--- config.mk ---
export PLATFORM = sky130hd
export DESIGN_NAME = i3c_bus_phy
export DESIGN_NICKNAME = d
export VERILOG_FILES = /design/src/rtl/i3c_bus_phy_pkg.sv /design/src/rtl/i3c_phase_timer.sv /design/src/rtl/i3c_bus_phy.sv
export SDC_FILE = /design/constraint.sdc
export NUM_CORES = 1
export LEC_CHECK = 0
export CAP_MARGIN = 20
export CORE_MARGIN = 10
export CORE_UTILIZATION = 60
export CTS_CLUSTER_SIZE = 10
export DETAILED_ROUTE_END_ITERATION = 8
export DONT_BUFFER_PORTS = 1
export PLACE_DENSITY = 0.85
export SLEW_MARGIN = 20
export SYNTH_ARGS = -nofsm -noshare
export SYNTH_HDL_FRONTEND = slang
export SYNTH_SLANG_ARGS = --single-unit
--- constraint.sdc ---
create_clock -name clk_i -period 7.7 [get_ports clk_i]
set_clock_uncertainty 0.15 [all_clocks]
set_input_delay 0.77 -clock clk_i [delete_from_list [all_inputs] [get_ports clk_i]]
set_output_delay 0.77 -clock clk_i [all_outputs]
set_load 0.03 [all_outputs]
--- src/rtl/i3c_bus_phy_pkg.sv ---
// i3c_bus_phy_pkg: shared definitions for the I3C SCL/SDA bit engine.
//   cmd_e       - command encodings presented on cmd_i
//   phy_state_e - bit-engine state encodings
//   DEF_*_CNT   - default phase lengths in clk_i cycles
package i3c_bus_phy_pkg;

  typedef enum logic [2:0] {
    CMD_START  = 3'd0,
    CMD_RSTART = 3'd1,
    CMD_WRITE  = 3'd2,
    CMD_READ   = 3'd3,
    CMD_STOP   = 3'd4
  } cmd_e;

  typedef enum logic [3:0] {
    PHY_IDLE,
    PHY_START_HD,
    PHY_HOLD,
    PHY_BIT_LO,
    PHY_BIT_HI,
    PHY_RS_LO,
    PHY_RS_HI,
    PHY_STOP_LO,
    PHY_STOP_HI,
    PHY_STOP_BUF
  } phy_state_e;

  localparam int unsigned DEF_DIV_W     = 16;
  localparam int unsigned DEF_OD_LO_CNT = 50;
  localparam int unsigned DEF_OD_HI_CNT = 50;
  localparam int unsigned DEF_PP_LO_CNT = 4;
  localparam int unsigned DEF_PP_HI_CNT = 4;
  localparam int unsigned DEF_BUF_CNT   = 130;

endpackage

--- src/rtl/i3c_phase_timer.sv ---
// i3c_phase_timer: down-counter shared by every timed bus phase.
//   clk_i, rst_i  - clock, synchronous active-high reset
//   load_i        - load load_val_i (phase length minus one)
//   load_val_i    - value loaded on load_i
//   done_o        - counter is at zero (last cycle of the phase)
module i3c_phase_timer #(
  parameter int unsigned DIV_W = 16
) (
  input  logic             clk_i,
  input  logic             rst_i,
  input  logic             load_i,
  input  logic [DIV_W-1:0] load_val_i,
  output logic             done_o
);

  logic [DIV_W-1:0] cnt_q;

  always_ff @(posedge clk_i) begin
    if (rst_i) begin
      cnt_q <= '0;
    end else if (load_i) begin
      cnt_q <= load_val_i;
    end else if (cnt_q != '0) begin
      cnt_q <= cnt_q - 1'b1;
    end
  end

  assign done_o = (cnt_q == '0);

endmodule

--- src/rtl/i3c_bus_phy.sv ---
// i3c_bus_phy: command-driven I3C SCL/SDA bit engine.
//   clk_i, rst_i        - clock, synchronous active-high reset
//   cmd_valid_i/ready_o - command handshake; cmd_i/cmd_od_i/cmd_bit_i payload
//   rsp_*_o             - one-cycle completion response (bit, arb loss, error)
//   busy_o              - engine not idle
//   scl_i, sda_i        - bus sense (scl_i reserved)
//   scl_o, sda_o        - pad drive; sel_od_pp_o 1 = push-pull, 0 = open-drain
module i3c_bus_phy
  import i3c_bus_phy_pkg::*;
#(
  parameter int unsigned DIV_W     = DEF_DIV_W,
  parameter int unsigned OD_LO_CNT = DEF_OD_LO_CNT,
  parameter int unsigned OD_HI_CNT = DEF_OD_HI_CNT,
  parameter int unsigned PP_LO_CNT = DEF_PP_LO_CNT,
  parameter int unsigned PP_HI_CNT = DEF_PP_HI_CNT,
  parameter int unsigned BUF_CNT   = DEF_BUF_CNT
) (
  input  logic       clk_i,
  input  logic       rst_i,
  input  logic       cmd_valid_i,
  output logic       cmd_ready_o,
  input  logic [2:0] cmd_i,
  input  logic       cmd_od_i,
  input  logic       cmd_bit_i,
  output logic       rsp_valid_o,
  output logic       rsp_bit_o,
  output logic       rsp_arb_lost_o,
  output logic       rsp_err_o,
  output logic       busy_o,
  input  logic       scl_i,
  input  logic       sda_i,
  output logic       scl_o,
  output logic       sda_o,
  output logic       sel_od_pp_o
);

  localparam logic [DIV_W-1:0] OD_LO_M1 = DIV_W'(OD_LO_CNT - 1);
  localparam logic [DIV_W-1:0] OD_HI_M1 = DIV_W'(OD_HI_CNT - 1);
  localparam logic [DIV_W-1:0] PP_LO_M1 = DIV_W'(PP_LO_CNT - 1);
  localparam logic [DIV_W-1:0] PP_HI_M1 = DIV_W'(PP_HI_CNT - 1);
  localparam logic [DIV_W-1:0] BUF_M1   = DIV_W'(BUF_CNT - 1);

  phy_state_e       state_q, state_d;
  logic [DIV_W-1:0] hi_m1_q;
  logic [DIV_W-1:0] load_val;
  logic             tmr_load, tmr_done;
  logic             accept, illegal;
  logic             op_write_q, op_od_q, op_bit_q;
  logic             scl_unused;

  assign scl_unused = scl_i;
  assign accept     = cmd_valid_i && cmd_ready_o;

  // Next state and the length of the phase being entered. Every timed
  // phase is a distinct state, so a state change is the timer load strobe.
  always_comb begin
    state_d  = state_q;
    load_val = '0;
    illegal  = 1'b0;
    case (state_q)
      PHY_IDLE: begin
        if (accept) begin
          if (cmd_i == CMD_START) begin
            state_d  = PHY_START_HD;
            load_val = OD_HI_M1;
          end else begin
            illegal = 1'b1;
          end
        end
      end
      PHY_HOLD: begin
        if (accept) begin
          case (cmd_i)
            CMD_START, CMD_RSTART: begin
              state_d  = PHY_RS_LO;
              load_val = OD_LO_M1;
            end
            CMD_WRITE, CMD_READ: begin
              state_d  = PHY_BIT_LO;
              load_val = cmd_od_i ? OD_LO_M1 : PP_LO_M1;
            end
            CMD_STOP: begin
              state_d  = PHY_STOP_LO;
              load_val = OD_LO_M1;
            end
            default: illegal = 1'b1;
          endcase
        end
      end
      PHY_START_HD: if (tmr_done) state_d = PHY_HOLD;
      PHY_RS_LO: begin
        if (tmr_done) begin
          state_d  = PHY_RS_HI;
          load_val = OD_HI_M1;
        end
      end
      PHY_RS_HI: begin
        if (tmr_done) begin
          state_d  = PHY_START_HD;
          load_val = OD_HI_M1;
        end
      end
      PHY_BIT_LO: begin
        if (tmr_done) begin
          state_d  = PHY_BIT_HI;
          load_val = hi_m1_q;
        end
      end
      PHY_BIT_HI: if (tmr_done) state_d = PHY_HOLD;
      PHY_STOP_LO: begin
        if (tmr_done) begin
          state_d  = PHY_STOP_HI;
          load_val = OD_HI_M1;
        end
      end
      PHY_STOP_HI: begin
        if (tmr_done) begin
          state_d  = PHY_STOP_BUF;
          load_val = BUF_M1;
        end
      end
      PHY_STOP_BUF: if (tmr_done) state_d = PHY_IDLE;
      default: state_d = PHY_IDLE;
    endcase
  end

  assign tmr_load = (state_d != state_q);

  i3c_phase_timer #(
    .DIV_W(DIV_W)
  ) u_timer (
    .clk_i     (clk_i),
    .rst_i     (rst_i),
    .load_i    (tmr_load),
    .load_val_i(load_val),
    .done_o    (tmr_done)
  );

  // Outputs are registered against the next state so they change on the
  // same edge as the state itself.
  always_ff @(posedge clk_i) begin
    if (rst_i) begin
      state_q        <= PHY_IDLE;
      scl_o          <= 1'b1;
      sda_o          <= 1'b1;
      sel_od_pp_o    <= 1'b0;
      rsp_valid_o    <= 1'b0;
      rsp_bit_o      <= 1'b0;
      rsp_arb_lost_o <= 1'b0;
      rsp_err_o      <= 1'b0;
      busy_o         <= 1'b0;
      cmd_ready_o    <= 1'b1;
      hi_m1_q        <= '0;
      op_write_q     <= 1'b0;
      op_od_q        <= 1'b0;
      op_bit_q       <= 1'b0;
    end else begin
      state_q        <= state_d;
      busy_o         <= (state_d != PHY_IDLE);
      cmd_ready_o    <= (state_d == PHY_IDLE) || (state_d == PHY_HOLD);
      rsp_valid_o    <= 1'b0;
      rsp_bit_o      <= 1'b0;
      rsp_arb_lost_o <= 1'b0;
      rsp_err_o      <= 1'b0;

      if (illegal) begin
        rsp_valid_o <= 1'b1;
        rsp_err_o   <= 1'b1;
      end

      if (accept && (state_q == PHY_HOLD)) begin
        op_write_q <= (cmd_i == CMD_WRITE);
        op_od_q    <= cmd_od_i;
        op_bit_q   <= cmd_bit_i;
        hi_m1_q    <= cmd_od_i ? OD_HI_M1 : PP_HI_M1;
      end

      if (state_d != state_q) begin
        case (state_d)
          PHY_IDLE: begin
            scl_o       <= 1'b1;
            sda_o       <= 1'b1;
            sel_od_pp_o <= 1'b0;
            rsp_valid_o <= 1'b1;
          end
          PHY_START_HD: begin
            scl_o       <= 1'b1;
            sda_o       <= 1'b0;
            sel_od_pp_o <= 1'b0;
          end
          PHY_HOLD: begin
            scl_o       <= 1'b0;
            sel_od_pp_o <= 1'b0;
            rsp_valid_o <= 1'b1;
            if (state_q == PHY_BIT_HI) begin
              rsp_bit_o      <= sda_i;
              rsp_arb_lost_o <= op_od_q && op_write_q && op_bit_q && !sda_i;
            end
          end
          PHY_BIT_LO: begin
            scl_o       <= 1'b0;
            sda_o       <= (cmd_i == CMD_WRITE) ? cmd_bit_i : 1'b1;
            sel_od_pp_o <= (cmd_i == CMD_WRITE) && !cmd_od_i;
          end
          PHY_BIT_HI:   scl_o <= 1'b1;
          PHY_RS_LO: begin
            scl_o       <= 1'b0;
            sda_o       <= 1'b1;
            sel_od_pp_o <= 1'b0;
          end
          PHY_RS_HI:    scl_o <= 1'b1;
          PHY_STOP_LO: begin
            scl_o       <= 1'b0;
            sda_o       <= 1'b0;
            sel_od_pp_o <= 1'b0;
          end
          PHY_STOP_HI:  scl_o <= 1'b1;
          PHY_STOP_BUF: sda_o <= 1'b1;
          default: ;
        endcase
      end
    end
  end

endmodule

==> flow_metrics.tcl, run 1 <==
set metrics [dict create \
    status "finished clean" \
    r2r_cells 9 \
    grt_usage_pct 14.84 \
    synth_top_family_by_area "simple AND/OR/NAND/NOR gates" \
    cts_tree "yes" \
    overflow 0 \
    critPathLaunch "u_timer.cnt_q[0]" \
    cts_resized 0 \
    endpoint "rsp_valid_o" \
    hpwl_um 2907 \
    place_ws_ns 4.499 \
    nets 239 \
    viasPerCell 6.347 \
    wl_um 3989 \
    min_path_type "reg2reg" \
    remaining_drc_errors 0 \
    netSwitchingFraction_pct 39.31 \
    synth.avg_cell_area_sq_um 7.942 \
    gp_congestion 0.8515 \
    power_frac_clock_pct 20.0 \
    pwr_density_cell_mw_per_mm2 344.2 \
    clock_path_buffers 2 \
    yosysUniqueCellTypes 56 \
    synth_top_area_share_pct 37.26 \
    p_total_mw 0.6534 \
    wl_per_cell_um 15.40 \
    cts-root-buf "clkbuf_4" \
    post-route-period-util_pct 42.64 \
    synthFlopType "dfxtp_1" \
    cp-end-kind "flip-flop" \
    cp.arrival_ns 3.39 \
    antennaDiodeCount 0 \
    h-tree-depth 2 \
    synth_edf_count 0 \
    yosys-top-cells-area "dfxtp_1, nor2_1, a21oi_1, nand2_1, xnor2_1" \
    final-hold-violation-count 0 \
    criticalPathCategory "reg2reg" \
    synthCells 230 \
    max_freq_ghz 0.3046 \
    setup_violations 0 \
    ys_warn_count 0 \
    reg2reg_to "rsp_valid_o" \
    synthMuxAreaShare_pct 0 \
    drive_above_1_share_pct 8.333 \
    syn_nets 242 \
    crit_required_ns 7.81 \
    vias 1644 \
    r2r-start "u_timer.cnt_q[0]" \
    synth_xor_area_share_pct 3.836 \
    path_clk_slew_ns 0.11 \
    yosysTopAreaCell "dfxtp_1" \
    tns_ns 0 \
    switchingPower_mw 0.2568 \
    first_iter_violations 166 \
    vdd_drop_max_v 0.0002090 \
    grt_pass1_wl_um 6561 \
    synth_compound_area_share_pct 23.29 \
    path_max_fanout 12 \
    rows 19 \
    ys_seq_area_share_pct 37.26 \
    antenna_found_initial 0 \
    insertion_delay_ns 0.35 \
    grt_pass1_vias 1444 \
    die_area_sq_mm 0.005651 \
    max-slew-margin-rel_pct 39.02 \
    tightestPinTransition_ns 0.9114 \
    yosys.area_share.simple_pct 29.73 \
    synthAdderAreaFrac_pct 1.370 \
    area_growth_pct 3.904 \
    grt_start_max_net_pins 25 \
    synthMostInstantiatedCell "dfxtp_1" \
    power_leakage_nw 0.7304 \
    power.internal_mw 0.3966 \
    initial_core_util_pct 64.57 \
    seq_power_share_pct 38.5 \
    final.setup.worst_slack_ns 4.417 \
    fp.dieH_um 75.18 \
    slew_viol_final 0 \
    ys_ff_latch 34 \
    drv_cap 0 \
    synth_commonest_cells "dfxtp_1, nor2_1, nand2_1" \
    io_buffers 0 \
    cts_hold_buf 0 \
    regToRegSetupSlack_ns 4.42 \
    post_cts_buffers 0 \
    start_kind "flip-flop" \
    clock-sinks 34 \
    power_frac_comb_pct 41.5 \
    ios 19 \
    ant_nets 0 \
    drt-pass1-iter-count 4 \
    cts_made_buffers 5 \
    rsz0062_at_grt "false" \
    async_reset_ff_share_pct 0 \
    die_x_um 75.18 \
    core_sq_mm 0.002829 \
    min_period_ns 3.283 \
    synthesis.area_sq_mm 0.001827 \
]
-- power groups by stage --
stage / clock (mW) / combinational (mW) / sequential, mW
finish: 0.131 / 0.271 / 0.251
global route: 0.141 / 0.311 / 0.257
CTS: 0.133 / 0.270 / 0.250
detailed placement: 0 / 0.267 / 0.255
global placement: 0 / 0.261 / 0.253
floorplan: 0 / 0.231 / 0.243
-- critical path: stages, from the launching register on --
cell,delay [ns]
dfxtp_1,0.35
inv_1,0.09
ha_1,0.15
or4b_1,0.46
or4_4,0.47
nor2_1,0.73
a41oi_2,0.31
nand2_1,0.21
nor2_1,0.06
a31o_2,0.23
-- kinds of logic after synthesis --
kind of cell | Yosys count
flops | 34
xor+xnor | 8
buf+inv | 20
fa+ha+maj | 2
simple gates | 103
compound gates | 63
-- worst min path at each step --
stage,startpoint,end,slack (ns),cells past startpoint
final,hi_m1_q[0],hi_m1_q[0],0.29,2
after global routing,rst_i,state_q[3],0.30,1
after CTS,hi_m1_q[0],hi_m1_q[0],0.30,2
after detailed placement,hi_m1_q[0],hi_m1_q[0],0.28,2
after global placement,hi_m1_q[0],hi_m1_q[0],0.28,2
after floorplan,hi_m1_q[0],hi_m1_q[0],0.28,2
-- registers in the layout, indices dropped and copies added, names as in the netlist --
signal,cells
rsp_valid_o,1
state_q,4
rsp_bit_o,1
rsp_arb_lost_o,1
sel_od_pp_o,1
u_timer.cnt_q,16
cmd_ready_o,1
hi_m1_q,3
busy_o,1
sda_o,1
scl_o,1
op_bit_q,1
op_write_q,1
rsp_err_o,1
-- cell usage in the layout, fill, tap and decap left out, drive strengths merged, types with 5 or more instances in the layout --
master  Yosys  routed
a21oi      19      19
clkbuf      5       5
dfxtp      34      34
inv        10      10
nand2      22      22
nor2       32      32
nor3        8       8
nor4        6       6
o21ai      12      12
or3         5       5
or4         6       6
xnor2       7       7
-- layer usage --
| metal | up-vias | global-route usage [%] | part of all wire [%] |
|---|---|---|---|
| met2 | 39 | 21.71 | 46 |
| li1 | 832 | - | - |
| met1 | 765 | 19.77 | 47 |
| met3 | 8 | 3.548 | 5.3 |
| met4 | 0 | 7.629 | 1.9 |
| met5 | - | 0 | 0 |
-- metrics by stage --
step                      utilization [%]  cell area [sq um]  hold WS, ns  std cells
after floorplan                         -               1827       0.2759        230
after global placement              64.35               1821       0.2795        251
after detailed placement            64.35               1821       0.2836        251
after CTS                           67.09               1898       0.3000        259
after global routing                67.09               1898       0.3034        259
final                               67.09               1898       0.2933        259
-- cell type report --
cell class                      count  area, sq um
Multi-Input combinational cell    176         1064
Fill cell                         251        930.9
Tap cell                           31        38.79
Clock inverter                      3        40.04
Inverter                           10        37.54
Sequential cell                    34        680.7
Clock buffer                        5        37.54
Note: power is estimated with default switching activity, not from simulation.
==> run 2, diff against run 1 <==
--- a/config.mk
+++ b/config.mk
@@ -7,11 +7,11 @@
 export LEC_CHECK = 0
 export CAP_MARGIN = 20
 export CORE_MARGIN = 10
-export CORE_UTILIZATION = 60
+export CORE_UTILIZATION = 56
 export CTS_CLUSTER_SIZE = 10
 export DETAILED_ROUTE_END_ITERATION = 8
 export DONT_BUFFER_PORTS = 1
-export PLACE_DENSITY = 0.85
+export PLACE_DENSITY = 0.83
 export SLEW_MARGIN = 20
 export SYNTH_ARGS = -nofsm -noshare
 export SYNTH_HDL_FRONTEND = slang
==> constraint.sdc (replaced) <==
create_clock -name clk_i -period 2.9 [get_ports clk_i]
set_clock_uncertainty 0.15 [all_clocks]
set_input_delay 0.29 -clock clk_i [delete_from_list [all_inputs] [get_ports clk_i]]
set_output_delay 0.29 -clock clk_i [all_outputs]
set_load 0.03 [all_outputs]
==> flow_metrics.tcl, run 2 (synthesis results as in run 1) <==
set metrics [dict create \
    status "finished clean" \
    core_sq_mm 0.003078 \
    clock-sinks 34 \
    gp_congestion 0.8956 \
    holdPathStages 2 \
    reg_top3 "u_timer.cnt_q x16, state_q x4, hi_m1_q x3" \
    tns_ns 0 \
    remaining_drc_errors 0 \
    power_leakage_nw 0.7923 \
    multi_input_area_sq_mm 0.001077 \
    layout_common_cells "dfxtp_1, nor2_1, nand2_1" \
    post_cts_buffers 0 \
    cts_tree "yes" \
    setup_violations 0 \
    drive_above_1_share_pct 11.62 \
    largest_register_ffs 16 \
    min_period_ns 2.773 \
    rows 20 \
    cp.arrival_ns 2.87 \
    met1_length_um 1857 \
    max-slew-margin-rel_pct 60.89 \
    final_area_sq_mm 0.002044 \
    slew_viol_final 0 \
    min_path_type "in2reg" \
    cts_made_buffers 5 \
    viasPerCell 6.123 \
    layout_commonest_cell "dfxtp_1" \
    grt_usage_pct 14.65 \
    criticalPathCategory "reg2reg" \
    post-route-period-util_pct 95.63 \
    io_buffers 0 \
    hp-start "rst_i" \
    area_growth_pct 11.92 \
    grt_start_max_net_pins 16 \
    final-hold-violation-count 0 \
    initial_core_util_pct 59.35 \
    regToRegSetupSlack_ns 0.13 \
    drt-pass1-iter-count 4 \
    nets 252 \
    dpl-instance-area_sq_mm 0.001882 \
    wl_met2_um 2153 \
    reg2reg_to "scl_o" \
    r2r-start "u_timer.cnt_q[0]" \
    ant_nets 0 \
    first_iter_violations 115 \
    wl_per_cell_um 15.28 \
    grt_pass1_wl_um 7320 \
    start_kind "flip-flop" \
    path_clk_slew_ns 0.11 \
    fp.dieH_um 77.12 \
    drv_cap 0 \
    max_freq_ghz 0.3606 \
    antenna_found_initial 0 \
    r2r_cells 9 \
    antennaDiodeCount 0 \
    die_x_um 77.12 \
    maxUsedRoutingLayer "met4" \
    path_max_fanout 5 \
    cts-root-buf "clkbuf_4" \
    holdPathEnd "rsp_valid_o" \
    cp-end-kind "flip-flop" \
    met3_length_um 280 \
    vias 1745 \
    overflow 0 \
    insertion_delay_ns 0.35 \
    tightestPinTransition_ns 0.5847 \
    hpwl_um 3002 \
    grt_pass1_vias 1596 \
    vdd_drop_max_v 0.0003492 \
    clock_path_buffers 2 \
    top_register "u_timer.cnt_q" \
    h-tree-depth 2 \
    n_fill_cell 285 \
    regArea_sq_um 681.9 \
    ios 19 \
    crit_required_ns 2.99 \
    rsz0062_at_grt "false" \
    critPathLaunch "u_timer.cnt_q[0]" \
    pwr_density_cell_mw_per_mm2 882.4 \
    die_area_sq_mm 0.005947 \
    wl_um 4356 \
]
run 2: cell types whose count changed in the layout (fill, tap and decap cells not counted), sizes merged:
| cell | delta |
|---|---|
| buf | +6 |
| dlygate4sd3 | +7 |
run 2: layer usage:
metal,GRT usage (%),vias to the layer above
li1,-,867
met1,16.79,833
met2,24.70,38
met3,4.662,7
met4,5.657,0
met5,0,-
run 2: through the flow:
step | hold slack [ns] | total power, mW | instances | util [%] | setup WS, ns
after CTS | 0.009912 | 1.788 | 284 | 65.61 | 0.05852
final | 0.05678 | 1.804 | 285 | 66.42 | 0.1266
after global routing | 0.03244 | 1.945 | 285 | 66.42 | 0.006304
after floorplan | 0.2498 | 1.260 | 230 | - | 0.2469
after global placement | 0.2133 | 1.403 | 270 | 61.14 | 0.1248
after detailed placement | 0.2155 | 1.427 | 270 | 61.14 | 0.07620
run 2: area by class of cell:
cell class                      instances  area share [%]
Multi-Input combinational cell        176           52.69
Sequential cell                        34           33.35
Timing Repair Buffer                   13           5.630
Tap cell                               44           2.693
Clock inverter                          3           1.958
Clock buffer                            5           1.836
Inverter                               10           1.836
run 2: worst max-delay path, cell delays in order, from the launching register on:
cell and delay (ns):
dfxtp_2 0.35, inv_1 0.07, ha_1 0.14, or4b_4 0.46
or4_4 0.47, or4_4 0.51, a21oi_4 0.16, nand2b_1 0.14
and3_1 0.15, o21bai_1 0.06
run 2: worst max path at each step:
| stage | endpoint | slack (ns) | depth (start not counted) |
|---|---|---|---|
| after global placement | scl_o | 0.12 | 9 |
| after global routing | scl_o | 0.006 | 9 |
| after floorplan | scl_o | 0.25 | 9 |
| after CTS | scl_o | 0.06 | 9 |
| final | scl_o | 0.13 | 9 |
| after detailed placement | scl_o | 0.08 | 9 |
run 2: timing repair:
item / CTS / global route
endpoints found under the hold margin: 18 / 1
resized for setup: 0 / 7
setup endpoints to repair: 0 / 7
hold buffers: 6 / 1
run 2: power breakdown:
part | switching, mW | leakage, nW | internal [mW] | total (mW)
combinational | 0.422 | 0.470 | 0.367 | 0.789
sequential | 0.106 | 0.277 | 0.561 | 0.668
clock | 0.169 | 0.0450 | 0.179 | 0.347
total | 0.697 | 0.792 | 1.11 | 1.80
